==> src/rtl/branch_resolve_ctrl.sv <==
// Branch resolution sequencer: holds one decoded branch until its operands are
// final, evaluates the condition, and issues a PC redirect plus a timed IF/ID flush.
module branch_resolve_ctrl #(
  parameter int PC_W         = 32,
  parameter int FLUSH_CYCLES = 1,
  parameter int CNT_W        = 16
) (
  input  logic             clk,
  input  logic             rst_n,
  input  logic             br_valid,
  output logic             br_ready,
  input  logic [2:0]       br_cond,
  input  logic [PC_W-1:0]  br_pc,
  input  logic [15:0]      br_imm,
  input  logic             opnd_ok,
  input  logic [31:0]      rs_val,
  input  logic [31:0]      rt_val,
  output logic             redirect,
  output logic [PC_W-1:0]  redirect_pc,
  output logic             flush,
  output logic             stall_fe,
  output logic [CNT_W-1:0] branch_cnt,
  output logic [CNT_W-1:0] taken_cnt
);

  localparam int FC_W = $clog2(FLUSH_CYCLES + 1);

  typedef enum logic [1:0] {S_IDLE, S_WAIT, S_FLUSH} state_t;

  state_t          state, state_nxt;
  logic [2:0]      cond_q;
  logic [PC_W-1:0] pc_q;
  logic [15:0]     imm_q;
  logic [FC_W-1:0] fcnt;
  logic            taken, resolve, rs_zero;
  logic [PC_W-1:0] offs, target;

  assign br_ready = (state == S_IDLE);
  assign stall_fe = (state != S_IDLE);
  assign flush    = (state == S_FLUSH);
  assign resolve  = (state == S_WAIT) && opnd_ok;
  assign rs_zero  = (rs_val == 32'd0);

  always_comb begin
    taken = 1'b0;
    case (cond_q)
      3'b000:  taken = ~rs_val[31];
      3'b001:  taken = rs_val[31];
      3'b010:  taken = ~rs_val[31] & ~rs_zero;
      3'b011:  taken = rs_val[31] | rs_zero;
      3'b100:  taken = (rs_val == rt_val);
      3'b101:  taken = (rs_val != rt_val);
      3'b110:  taken = 1'b1;
      default: taken = 1'b0;
    endcase
  end

  // Word offset sign-extended to PC width; the sum wraps modulo 2^PC_W.
  always_comb begin
    offs       = {PC_W{imm_q[15]}};
    offs[17:0] = {imm_q, 2'b00};
    target     = pc_q + PC_W'(4) + offs;
  end

  always_comb begin
    state_nxt = state;
    case (state)
      S_IDLE:  if (br_valid) state_nxt = S_WAIT;
      S_WAIT:  if (opnd_ok) state_nxt = taken ? S_FLUSH : S_IDLE;
      S_FLUSH: if (fcnt == FC_W'(1)) state_nxt = S_IDLE;
      default: state_nxt = S_IDLE;
    endcase
  end

  always_ff @(posedge clk or negedge rst_n) begin
    if (!rst_n) begin
      state <= S_IDLE;
      fcnt  <= '0;
    end else begin
      state <= state_nxt;
      if (resolve && taken)
        fcnt <= FC_W'(FLUSH_CYCLES);
      else if (state == S_FLUSH)
        fcnt <= fcnt - FC_W'(1);
    end
  end

  always_ff @(posedge clk or negedge rst_n) begin
    if (!rst_n) begin
      cond_q <= '0;
      pc_q   <= '0;
      imm_q  <= '0;
    end else if (br_ready && br_valid) begin
      cond_q <= br_cond;
      pc_q   <= br_pc;
      imm_q  <= br_imm;
    end
  end

  always_ff @(posedge clk or negedge rst_n) begin
    if (!rst_n) begin
      redirect    <= 1'b0;
      redirect_pc <= '0;
    end else begin
      redirect <= resolve && taken;
      if (resolve && taken) redirect_pc <= target;
    end
  end

  // Both counters stick at all-ones rather than wrapping.
  always_ff @(posedge clk or negedge rst_n) begin
    if (!rst_n) begin
      branch_cnt <= '0;
      taken_cnt  <= '0;
    end else if (resolve) begin
      if (branch_cnt != '1)         branch_cnt <= branch_cnt + CNT_W'(1);
      if (taken && taken_cnt != '1) taken_cnt  <= taken_cnt + CNT_W'(1);
    end
  end

endmodule

==> config.mk <==
export PLATFORM = sky130hd
export DESIGN_NAME = branch_resolve_ctrl
export DESIGN_NICKNAME = d
export VERILOG_FILES = /design/src/rtl/branch_resolve_ctrl.sv
export SDC_FILE = /design/constraint.sdc
export NUM_CORES = 1
export LEC_CHECK = 0
export BUFFER_PORTS_ARGS = -buffer_cell sky130_fd_sc_hd__buf_4
export CORE_MARGIN = 3
export CORE_UTILIZATION = 41
export CTS_CLUSTER_SIZE = 30
export DETAILED_ROUTE_END_ITERATION = 10
export GPL_ROUTABILITY_DRIVEN = 0
export HOLD_SLACK_MARGIN = 0.15
export PLACE_DENSITY_LB_ADDON = 0.3
export SYNTH_ARGS = -nofsm -noshare
export SYNTH_HDL_FRONTEND = slang
export SYNTH_SLANG_ARGS = --single-unit
export TNS_END_PERCENT = 100
==> constraint.sdc <==
create_clock -name clk -period 3.23 [get_ports clk]
set_input_delay 0.4845 -clock clk [delete_from_list [all_inputs] [get_ports clk]]
set_output_delay 0.4845 -clock clk [all_outputs]
set_load 0.03 [all_outputs]
**After elaboration in Yosys (flattened, before gate mapping)**

Index checks and enable logic that the tools add are counted.

- Output and inout port bits: 68
- Bits of input ports: 119
- Register bits: 119

- Equal/unequal tests: 15
- Bitwise logic cells: 4
- Mux-type cells: 8
- Reduce and logical (&&, ||, !) cells: 12
- Add/sub/neg operators: 5

Operators with widths:

| kind | number |
|---|---|
| $add A16 B1 Y16 const B | 2 |
| $add A32 B3 Y32 const B | 1 |
| $add A32 B32 Y32 | 1 |
| $eq A32 B32 Y1 | 1 |
| $logic_not A32 Y1 | 1 |
| $ne A16 B16 Y1 const B | 2 |
| $ne A32 B32 Y1 | 1 |
| $eq A3 B3 Y1 const B | 3 |
| $mux W2 | 4 |
| $pmux W1 S7 | 1 |
| $eq A3 B2 Y1 const B | 2 |
| $pmux W2 S3 | 1 |
| $logic_and A1 B1 Y1 | 4 |
| $ne A2 B2 Y1 const B | 2 |
| $reduce_and A2 Y1 | 2 |
| $reduce_bool A2 Y1 | 2 |
| $eq A3 B1 Y1 const B | 1 |
| $logic_not A3 Y1 | 1 |
| $reduce_and A3 Y1 | 1 |
| $eq A2 B1 Y1 const B | 1 |
| $eq A2 B2 Y1 const B | 1 |
| $logic_not A2 Y1 | 1 |
| $mux W1 | 2 |
| $ne A2 B1 Y1 const B | 1 |
| 4 further kinds | 5 |

**Logic depth before layout (Yosys ltp)**

Gate-level depths: netlist of the first run.

- Depth after elaboration: 7
- Gate-level depth with buffers: 14

**Least setup slack after synthesis of the first run**

No wires, ideal clock.

- Path kind: register -> register
- Start point: reg pc_q[3]
- End point: reg redirect_pc[23]
- Clock period less this slack: 2858 ps
- Cell stages (with the launch flop): 13
- Arrival time: 2733 ps
- Path buffers: 0
- Setup time: 125 ps
- Slack: 372 ps
- Cell sequence: dfrtp_1 -> ha_1 -> ha_1 -> inv_1 -> fa_1 -> nand2b_1 -> a21o_1 -> a21oi_1 -> a21oi_2 -> or3_1 -> a21oi_1 -> xor2_1 -> mux2_2

- Cells in the longest elaborated chain, start to end: 2

Ends and longest elaborated chain:

| item | RTL line | RTL |
|---|---|---|
| start: declaration | 32 | `logic [PC_W-1:0] pc_q;` |
| start signal: assignment | 95 | `pc_q <= br_pc;` |
| $add A32 B3 Y32 | 62 | `target = pc_q + PC_W'(4) + offs;` |
| $add A32 B32 Y32 | 62 |  |
| end signal: assignment | 106 | `if (resolve && taken) redirect_pc <= target;` |
| end: declaration | 19 | `output logic [PC_W-1:0] redirect_pc,` |

No other way between the ends.
A chain may end at the register's enable or synchronous reset.

**Worst setup path in the final report of the first run**

- Start point: reg pc_q[2]
- End point: reg redirect_pc[23]

The elaborated chain is that of the path after synthesis.

==> results.yml, run 1 <==
yosys:
  yosys-top-cells-count: "119 x dfrtp_1, 75 x mux2_2, 66 x xnor2_1"
  synth-seq-cells: 119
  netlist_area_um2: 6942
  synth_top_area_share_pct: 42.90
  syn_inst: 618
  async_flop_share_pct: 100.0
  synth_edf_count: 0
  synthTopCellsByArea: "dfrtp_1 43%, mux2_2 12%, ha_1 11%, xnor2_1 8.3%, xor2_1 2.6%"
  synth_largest_area_cell: "dfrtp_1"
  syn_avg_cell_area_um2: 11.23
  synth.most_common_cell: "dfrtp_1"
  synth_seq_area_share_pct: 42.90
  yosys_warnings: 0
  synth_ff_type: "dfrtp_1"
  synth.distinct_cells: 57
  syn_nets: 797
sta:
  report.final.slew_viol_count: 0
  clock.fmax_ghz: 0.3301
  worst_pin_slew_ps: 796.0
  setup_ws_ps: 200.3
  relSlewSlack_pct: 46.93
  final_hold_viol_count: 0
  rsz0062_at_grt: "yes"
  setup_viol: 0
  fin_crit_ps: 3030
  fin_worst_skew_ps: 8.996
  min_period_over_period_pct: 93.80
worst_setup_path:
  critPathCapture: "redirect_pc[23]"
  crit_cells: 14
  cp-start-kind: "register"
  reg2reg_to: "redirect_pc[23]"
  cp_top_family: "adder cells"
  reg2reg_depth: 14
  rr_startpoint: "pc_q[2]"
  critPathMaxFanout: 3
  crit_top_cell: "inv_1"
  endpoint_kind: "register"
  worstSetupPathType: "reg -> reg"
  slowest_stage: "fa_1"
  path_cells: "inv_1, ha_1, inv_1, ha_1, inv_1, fa_1, nand2b_1, a21o_1, a21oi_2, a21oi_2, or3_1, a21oi_1, xor2_1, mux2_2"
  cp.buffers_inverters: 3
  startpoint: "pc_q[2]"
  r2r_setup_slack_ps: 200
  required_ps: 3530
  cp_slowest_stage_delay_ps: 400
  critPathArrivalTime_ps: 3330
hold_path:
  hold_path.class: "in -> async"
cells_and_area:
  drive_gt1_share_pct: 37.91
  multi_input_area_um2: 3822
  seq_area_um2: 2979
  area_delta_synth_final_pct: 33.24
  fillCellCount: 1421
  fin_util_pct: 56.98
  fin_area_um2: 9249
  stdcell_count: 1048
  nets: 998
clock_tree:
  cts_buffers: 17
  clk_latency_ps: 410
  cts_root_buf: "clkbuf_16"
  clk_pin_slew_ps: 60
  cts_tree: "done"
  htreeDepth: 4
  cts_buffer_depth: 2
  clock-sinks: 119
grt:
  grt_pass1_wl_um: 28520
  grt_antenna_before_repair: 1
  first_global_vias: 5776
  grt_overflow: 0
  grt_usage_pct: 19.57
  grt_max_degree: 62
placement:
  io_buffers: 186
  place_ws_ps: 157.5
  dpl-instance-area_um2: 8632
  dpl.cell_count: 1015
  hpwl_um: 13830
job:
  max_cap_viol_count: 0
power_and_ir_drop:
  peakVddDrop_mv: 0.5750
  p_per_area_nw_per_um2: 1222
  power.leakage_nw: 4.341
  totalPowerFinal_mw: 11.30
die:
  die_y_um: 136.1
  die_w_um: 136.1
  die_area_um2: 18530
  rows: 46
  io_pins: 187
  coreArea_um2: 16230
  start_util_pct: 42.77
route:
  via_per_inst: 5.205
  first_pass_iters: 4
  ant_nets: 0
  via_count: 5455
  drtIter0Drc: 220
  wl_per_cell_um: 17.09
  drc: 0
  wirelength_um: 17910
outcome:
  status: "complete, no violations"
==> report_power, final <==
part	internal (mW)	switching, mW
Combinational	3.11	3.70
Clock	1.27	0.650
Sequential	2.13	0.446
Total	6.51	4.79
==> final cells by class <==
type	count	area share, %
Sequential cell	119	32.21
Inverter	21	0.8523
Antenna cell	1	0.02706
Clock buffer	23	5.168
Tap cell	216	2.922
Clock inverter	8	1.312
Multi-Input combinational cell	464	41.33
Timing Repair Buffer	196	16.18
==> repair_timing <==
item / CTS / global route
hold buffers: 0 / 0
resized for setup: 0 / 5
setup buffers: 0 / 1
endpoints found under the setup margin: 0 / 8
==> routing by layer <==
layer  vias up  routed length [um]  share of wire [%]  track usage, %
met1      2610                7405                 41           23.05
met2       193                8635                 48           32.99
met5         -                   0                  0               0
li1       2632                   -                  -               -
met4         0                 318                1.8           6.495
met3        20                1554                8.7           7.328
==> through the flow <==
step                      setup TNS, ps  hold WS (ps)
after floorplan                       0         188.9
after global placement                0         457.3
after detailed placement              0         457.2
after CTS                             0         189.2
after global routing             -61.84         215.6
final                                 0         159.0
==> registers in the layout, summed over array words and instances, names as in the netlist <==
| register | count |
|---|---|
| imm_q | 16 |
| pc_q | 32 |
| redirect | 1 |
| branch_cnt | 16 |
| cond_q | 3 |
| taken_cnt | 16 |
| redirect_pc | 32 |
| state | 2 |
| fcnt | 1 |
==> how the worst min path moves through the flow <==
stage | end | slack (ps) | depth (start not counted)
after floorplan | branch_cnt[0] | 190 | 0
after global placement | state[0] | 460 | 1
after detailed placement | state[0] | 460 | 1
after CTS | branch_cnt[4] | 190 | 1
after global routing | branch_cnt[3] | 220 | 1
final | branch_cnt[4] | 160 | 1
==> cells by family after synthesis <==
family                   count (synthesis)  synth area share [%]
AO/OA/AOI/OAI                           90                 8.418
XOR/XNOR                                87                 10.98
adder cells (fa/ha/maj)                 60                 10.92
buffers and inverters                   35                 2.145
flip-flops                             119                 42.90
multiplexers                            80                 12.92
AND/OR/NAND/NOR                        147                 11.72
==> cell usage in the layout, fill, tap and decap left out, drive strengths merged, types with 8 or more instances in the layout <==
cell	count
a21o	12
a21oi	34
buf	196
clkbuf	23
dfrtp	119
ha	59
inv	21
mux2	77
nand2	29
nand3	15
nand4	17
nor2	25
nor2b	8
nor3	11
nor4	9
o21ai	18
xnor2	66
xor2	21
No activity file was read; power rests on OpenSTA's default activity.
==> run 2, diff against run 1 <==
- ABC_AREA: default -> 1
==> run 2 against run 1 <==
Clock power is 5% lower. Combinational power is 6.8% higher. Core utilization is 2.7 points lower. Synthesized cell count is 53% higher. Power is 2.8% higher. First-iteration DRC count is 30% higher. Non-clock buffer count is 4 lower. Wire length is 11% higher. Register-to-register slack better by 270 ps. Setup slack better by 270 ps. Critical endpoint is now redirect_pc[18]. Largest cell class unchanged.
==> results.yml, run 2 <==
grt:
  first_global_vias: 6799
  grt_antenna_before_repair: 0
  grt_usage_pct: 19.56
  grt_pass1_wl_um: 32200
  grt_overflow: 0
  grt_max_degree: 59
clock_tree:
  cts_resized: 0
  cts_tree: "done"
  cts_root_buf: "clkbuf_16"
  cts_buffers: 17
  clock-sinks: 119
  cts_buffer_depth: 2
  clk_latency_ps: 410
  clk_pin_slew_ps: 50
  htreeDepth: 4
yosys:
  synth_top_area_share_pct: 38.48
  yosys_warnings: 0
  synth_edf_count: 0
  syn_nets: 1123
  syn_inst: 944
  synth_seq_area_share_pct: 38.48
  synth_largest_area_cell: "dfrtp_1"
  netlist_area_um2: 7739
  synth.distinct_cells: 41
  synth_compound_area_share_pct: 6.597
  synth_fa_ha_area_share_pct: 9.798
  synthTopCellsByArea: "dfrtp_1 38%, nand2_1 12%, ha_1 9.5%, mux2_2 6.5%, inv_1 4.4%"
  synth_xor_area_share_pct: 7.470
  syn_avg_cell_area_um2: 8.198
  synth.most_common_cell: "nand2_1"
  async_flop_share_pct: 100.0
  yosys.area_share.simple_pct: 24.95
  synth-seq-cells: 119
  synth_ff_type: "dfrtp_1"
  synth_top_family_by_area: "simple AND/OR/NAND/NOR gates"
  yosys-top-cells-count: "256 x nand2_1, 119 x dfrtp_1, 91 x inv_1"
  muxShareOfSynthArea_pct: 6.548
power_and_ir_drop:
  power.leakage_nw: 5.052
  peakVddDrop_mv: 0.5724
  p_per_area_nw_per_um2: 1171
sta:
  report.final.slew_viol_count: 0
  final_hold_viol_count: 0
  setup_tns_ps: 0
  rsz0062_at_grt: "no"
  min_period_over_period_pct: 85.43
  setup_viol: 0
  fin_worst_skew_ps: 7.141
  clock.fmax_ghz: 0.3624
  relSlewSlack_pct: 51.20
  worst_pin_slew_ps: 732.0
  fin_crit_ps: 2759
route:
  wl_per_cell_um: 14.44
  via_count: 6927
  wirelength_um: 19890
  via_per_inst: 5.031
  drc: 0
  drtIter0Drc: 287
  first_pass_iters: 5
  ant_nets: 0
outcome:
  status: "complete, no violations"
worst_setup_path:
  cp-start-kind: "register"
  cp_slowest_stage_delay_ps: 680
  critPathMaxFanout: 16
  slowest_stage: "dfrtp_1"
  endpoint_kind: "register"
  path_cells: "ha_1, ha_1, a21oi_1, a21boi_0, o21ai_0, a21oi_1, xor2_1, o21ai_1"
  critPathArrivalTime_ps: 3050
  worstSetupPathType: "reg -> reg"
  required_ps: 3520
hold_path:
  hold_path.class: "in -> reg"
die:
  io_pins: 187
  die_area_um2: 20560
  die_y_um: 143.4
  coreArea_um2: 18270
  die_w_um: 143.4
  rows: 49
  start_util_pct: 42.36
cells_and_area:
  fin_area_um2: 9925
  top_regs: "pc_q x32, redirect_pc x32"
  final_cell_mix: "255 x nand2_1, 190 x buf_4, 119 x dfrtp_1"
  drive_gt1_share_pct: 24.65
  antennaDiodeCount: 0
  area_delta_synth_final_pct: 28.25
  nets: 1316
  final_common_cell: "nand2_1"
job:
  max_cap_viol_count: 0
placement:
  dpl-instance-area_um2: 9351
  io_buffers: 186
  hpwl_um: 15460
==> run 2: worst paths after layout <==
check / depth (start not counted) / from / to / slack [ps]
max: 8 / imm_q[15] / redirect_pc[18] / 470
min: 2 / opnd_ok / state[0] / 290
max reg2reg: 8 / imm_q[15] / redirect_pc[18] / 470
min reg2reg: 2 / pc_q[0] / redirect_pc[0] / 470
max in group asynchronous: 3 / rst_n / redirect_pc[15] / 1840
min in group asynchronous: 2 / rst_n / taken_cnt[0] / 640
==> run 2: layout make-up <==
cell class / count / area, um^2
Multi-Input combinational cell: 713 / 4287
Fill cell: 1704 / 8346
Inverter: 94 / 354.1
Clock inverter: 9 / 102.6
Timing Repair Buffer: 192 / 1456
Tap cell: 229 / 286.5
Clock buffer: 21 / 460.4
Sequential cell: 119 / 2978
==> run 2: cells by family (layout without fill, tap and decap cells) <==
logic type	Yosys count	after routing
buffers and inverters	112	316
XOR/XNOR	66	66
AO/OA/AOI/OAI	94	94
flip-flops	119	119
adder cells (fa/ha/maj)	60	60
multiplexers	45	45
AND/OR/NAND/NOR	448	448
==> run 2: what timing repair did <==
| action | CTS | global route |
|---|---|---|
| hold endpoints to repair | 47 | 0 |
| hold buffers | 1 | 0 |
| buffers inserted | 0 | 0 |
| setup endpoints to repair | 0 | 0 |
==> run 2: routing by layer <==
| layer | wire length [um] | vias up | global-route usage, % |
|---|---|---|---|
| li1 | - | 3477 | - |
| met1 | 8602 | 3226 | 24.38 |
| met2 | 9703 | 199 | 33.72 |
| met3 | 1218 | 25 | 4.692 |
| met4 | 362 | 0 | 5.897 |
| met5 | 0 | - | 0 |
==> run 2: stage by stage <==
step	util, %	hold WS, ps	total power, mW	std cells	setup slack (ps)
after CTS	54.32	267.9	11.69	1377	455.3
after detailed placement	51.18	459.7	9.755	1346	469.4
after global placement	51.18	447.4	9.701	1346	513.2
after global routing	54.32	283.2	12.72	1377	218.7
after floorplan	-	188.9	7.790	944	999.7
final	54.32	291.4	11.62	1377	470.6
==> run 2: where the power goes <==
| part | switching, mW | internal, mW | total, mW |
|---|---|---|---|
| clock | 0.658 | 1.16 | 1.82 |
| combinational | 4.51 | 2.76 | 7.27 |
| sequential | 0.432 | 2.10 | 2.54 |
==> run 2: critical path, delay by kind of cell, from the launching register on <==
family | cells | cell delay (ps)
DFF | 1 | 680
xor gates and xnor gates | 1 | 250
adders and majority gates | 2 | 710
AOI/OAI and AO/OA | 5 | 1000
==> run 3, diff against run 2 <==
- CTS_BUF_LIST: default -> sky130_fd_sc_hd__clkbuf_4
- HOLD_SLACK_MARGIN: 0.15 -> default
==> run 3 against run 2 <==
Setup slack got worse by 38 ps. Count of clock-buffer cells in the layout down 2. Flip-flop and latch count unchanged. Design area shrank 3.1%. Sequential power about the same. Die area unchanged. Clock skew is 15 ps higher. First-iteration DRC count down 5.9%. Core utilization is 1.7 points lower. Cell count is essentially flat. Combinational power is essentially flat. Critical path type unchanged. Highest routed layer unchanged.
==> results.yml, run 3 (synthesized netlist as in run 2, its figures left out) <==
sta:
  setup_viol: 0
  final_hold_viol_count: 0
  setup_ws_ps: 432.6
  relSlewSlack_pct: 51.26
  min_period_over_period_pct: 86.61
  clock.fmax_ghz: 0.3575
  setup_tns_ps: 0
  rsz0062_at_grt: "no"
  worst_pin_slew_ps: 731.1
  report.final.slew_viol_count: 0
  fin_crit_ps: 2797
  hold_slack_ps: 142.2
  fin_worst_skew_ps: 22.10
job:
  max_cap_viol_count: 0
cells_and_area:
  final_common_cell: "nand2_1"
  stdcell_count: 1378
  top_regs: "pc_q x32, redirect_pc x32"
  fin_util_pct: 52.64
  area_delta_synth_final_pct: 24.27
  final_cell_mix: "255 x nand2_1, 190 x buf_4, 119 x dfrtp_1"
  drive_gt1_share_pct: 24.65
  nets: 1316
  fin_area_um2: 9617
grt:
  first_global_vias: 6707
  grt_antenna_before_repair: 1
  grt_overflow: 0
  grt_busiest_layer: "met2"
  use_met2_pct: 32.73
  grt_usage_pct: 19.17
  met3_usage_pct: 4.293
  grt_use_met1_pct: 24.26
  grt_pass1_wl_um: 31610
  grt_max_degree: 59
worst_setup_path:
  r2r_setup_slack_ps: 430
  startpoint: "imm_q[15]"
  required_ps: 3650
  reg2reg_to: "redirect_pc[18]"
  critPathMaxFanout: 16
  rr_startpoint: "imm_q[15]"
  cp-start-kind: "register"
  worstSetupPathType: "reg -> reg"
  reg2reg_depth: 8
  endpoint_kind: "register"
  critPathArrivalTime_ps: 3220
placement:
  io_buffers: 186
  dpl.cell_count: 1346
  hpwl_um: 15460
  place_ws_ps: 469.4
  dpl-instance-area_um2: 9351
clock_tree:
  clock-sinks: 119
  cts_buffers: 17
  cts_root_buf: "clkbuf_4"
  htreeDepth: 4
  post_cts_buffers: 0
  clk_pin_slew_ps: 110
  cts_tree: "done"
  clk_latency_ps: 550
  cts_buffer_depth: 2
power_and_ir_drop:
  internal-power_mw: 5.299
  sw_frac_of_total_pct: 50.86
  power_switching_mw: 5.485
  peakVddDrop_mv: 0.5123
  power_frac_seq_pct: 23.4
  totalPowerFinal_mw: 10.78
  power.leakage_nw: 4.917
  p_comb_share_pct: 67.2
  clockPowerShare_pct: 9.5
  p_per_area_nw_per_um2: 1121
die:
  die_area_um2: 20560
  rows: 49
  start_util_pct: 42.36
  die_w_um: 143.4
  die_y_um: 143.4
  io_pins: 187
  coreArea_um2: 18270
outcome:
  status: "complete, no violations"
route:
  via_count: 6928
  via_per_inst: 5.028
  drc: 0
  first_pass_iters: 5
  wl_per_cell_um: 14.21
  ant_nets: 0
  wirelength_um: 19580
  drtIter0Drc: 270
hold_path:
  worstHoldEndpoint: "state[0]"
  hold_depth: 2
  hold_path.class: "in -> reg"
  min_from: "opnd_ok"
## run 3: layer usage
| layer | routed length (um) | vias to the layer above | share of wire, % |
|---|---|---|---|
| met2 | 9418 | 200 | 48 |
| met5 | 0 | - | 0 |
| li1 | - | 3479 | - |
| met1 | 8552 | 3223 | 44 |
| met4 | 384 | 0 | 2.0 |
| met3 | 1220 | 26 | 6.2 |
## run 3: how the worst max path moves through the flow
| stage | end | cells after the start |
|---|---|---|
| 3_5_place_dp | redirect_pc[18] | 8 |
| 6_report | redirect_pc[18] | 8 |
| 3_3_place_gp | redirect_pc[18] | 8 |
| 4_1_cts | redirect_pc[18] | 8 |
| 2_1_floorplan | redirect_pc[28] | 12 |
| 5_1_grt | redirect_pc[18] | 8 |
## run 3: area by class of cell
type                            count  area (um^2)
Clock buffer                       19        142.6
Clock inverter                     11        110.1
Antenna cell                        1        2.502
Sequential cell                   119         2978
Timing Repair Buffer              192         1456
Tap cell                          229        286.5
Inverter                           94        354.1
Multi-Input combinational cell    713         4287
Fill cell                        1755         8653
## run 3: power groups by stage
stage	sequential (mW)	combinational, mW	clock [mW]
2_1_floorplan	2.95	4.84	0
3_3_place_gp	2.53	7.17	0
3_5_place_dp	2.56	7.20	0
4_1_cts	2.53	7.26	1.06
5_1_grt	2.61	8.15	1.13
6_report	2.52	7.24	1.02
## run 3: what timing repair did
item,4_1_cts,5_1_grt
resized for setup,0,0
hold buffers,1,0
hold endpoints to repair,47,0
## run 3: critical path: stages (launching register included)
cell	delay, ps
dfrtp_1	700
ha_1	340
ha_1	360
a21oi_1	200
a21boi_0	360
o21ai_0	190
a21oi_1	170
xor2_1	260
o21ai_1	100
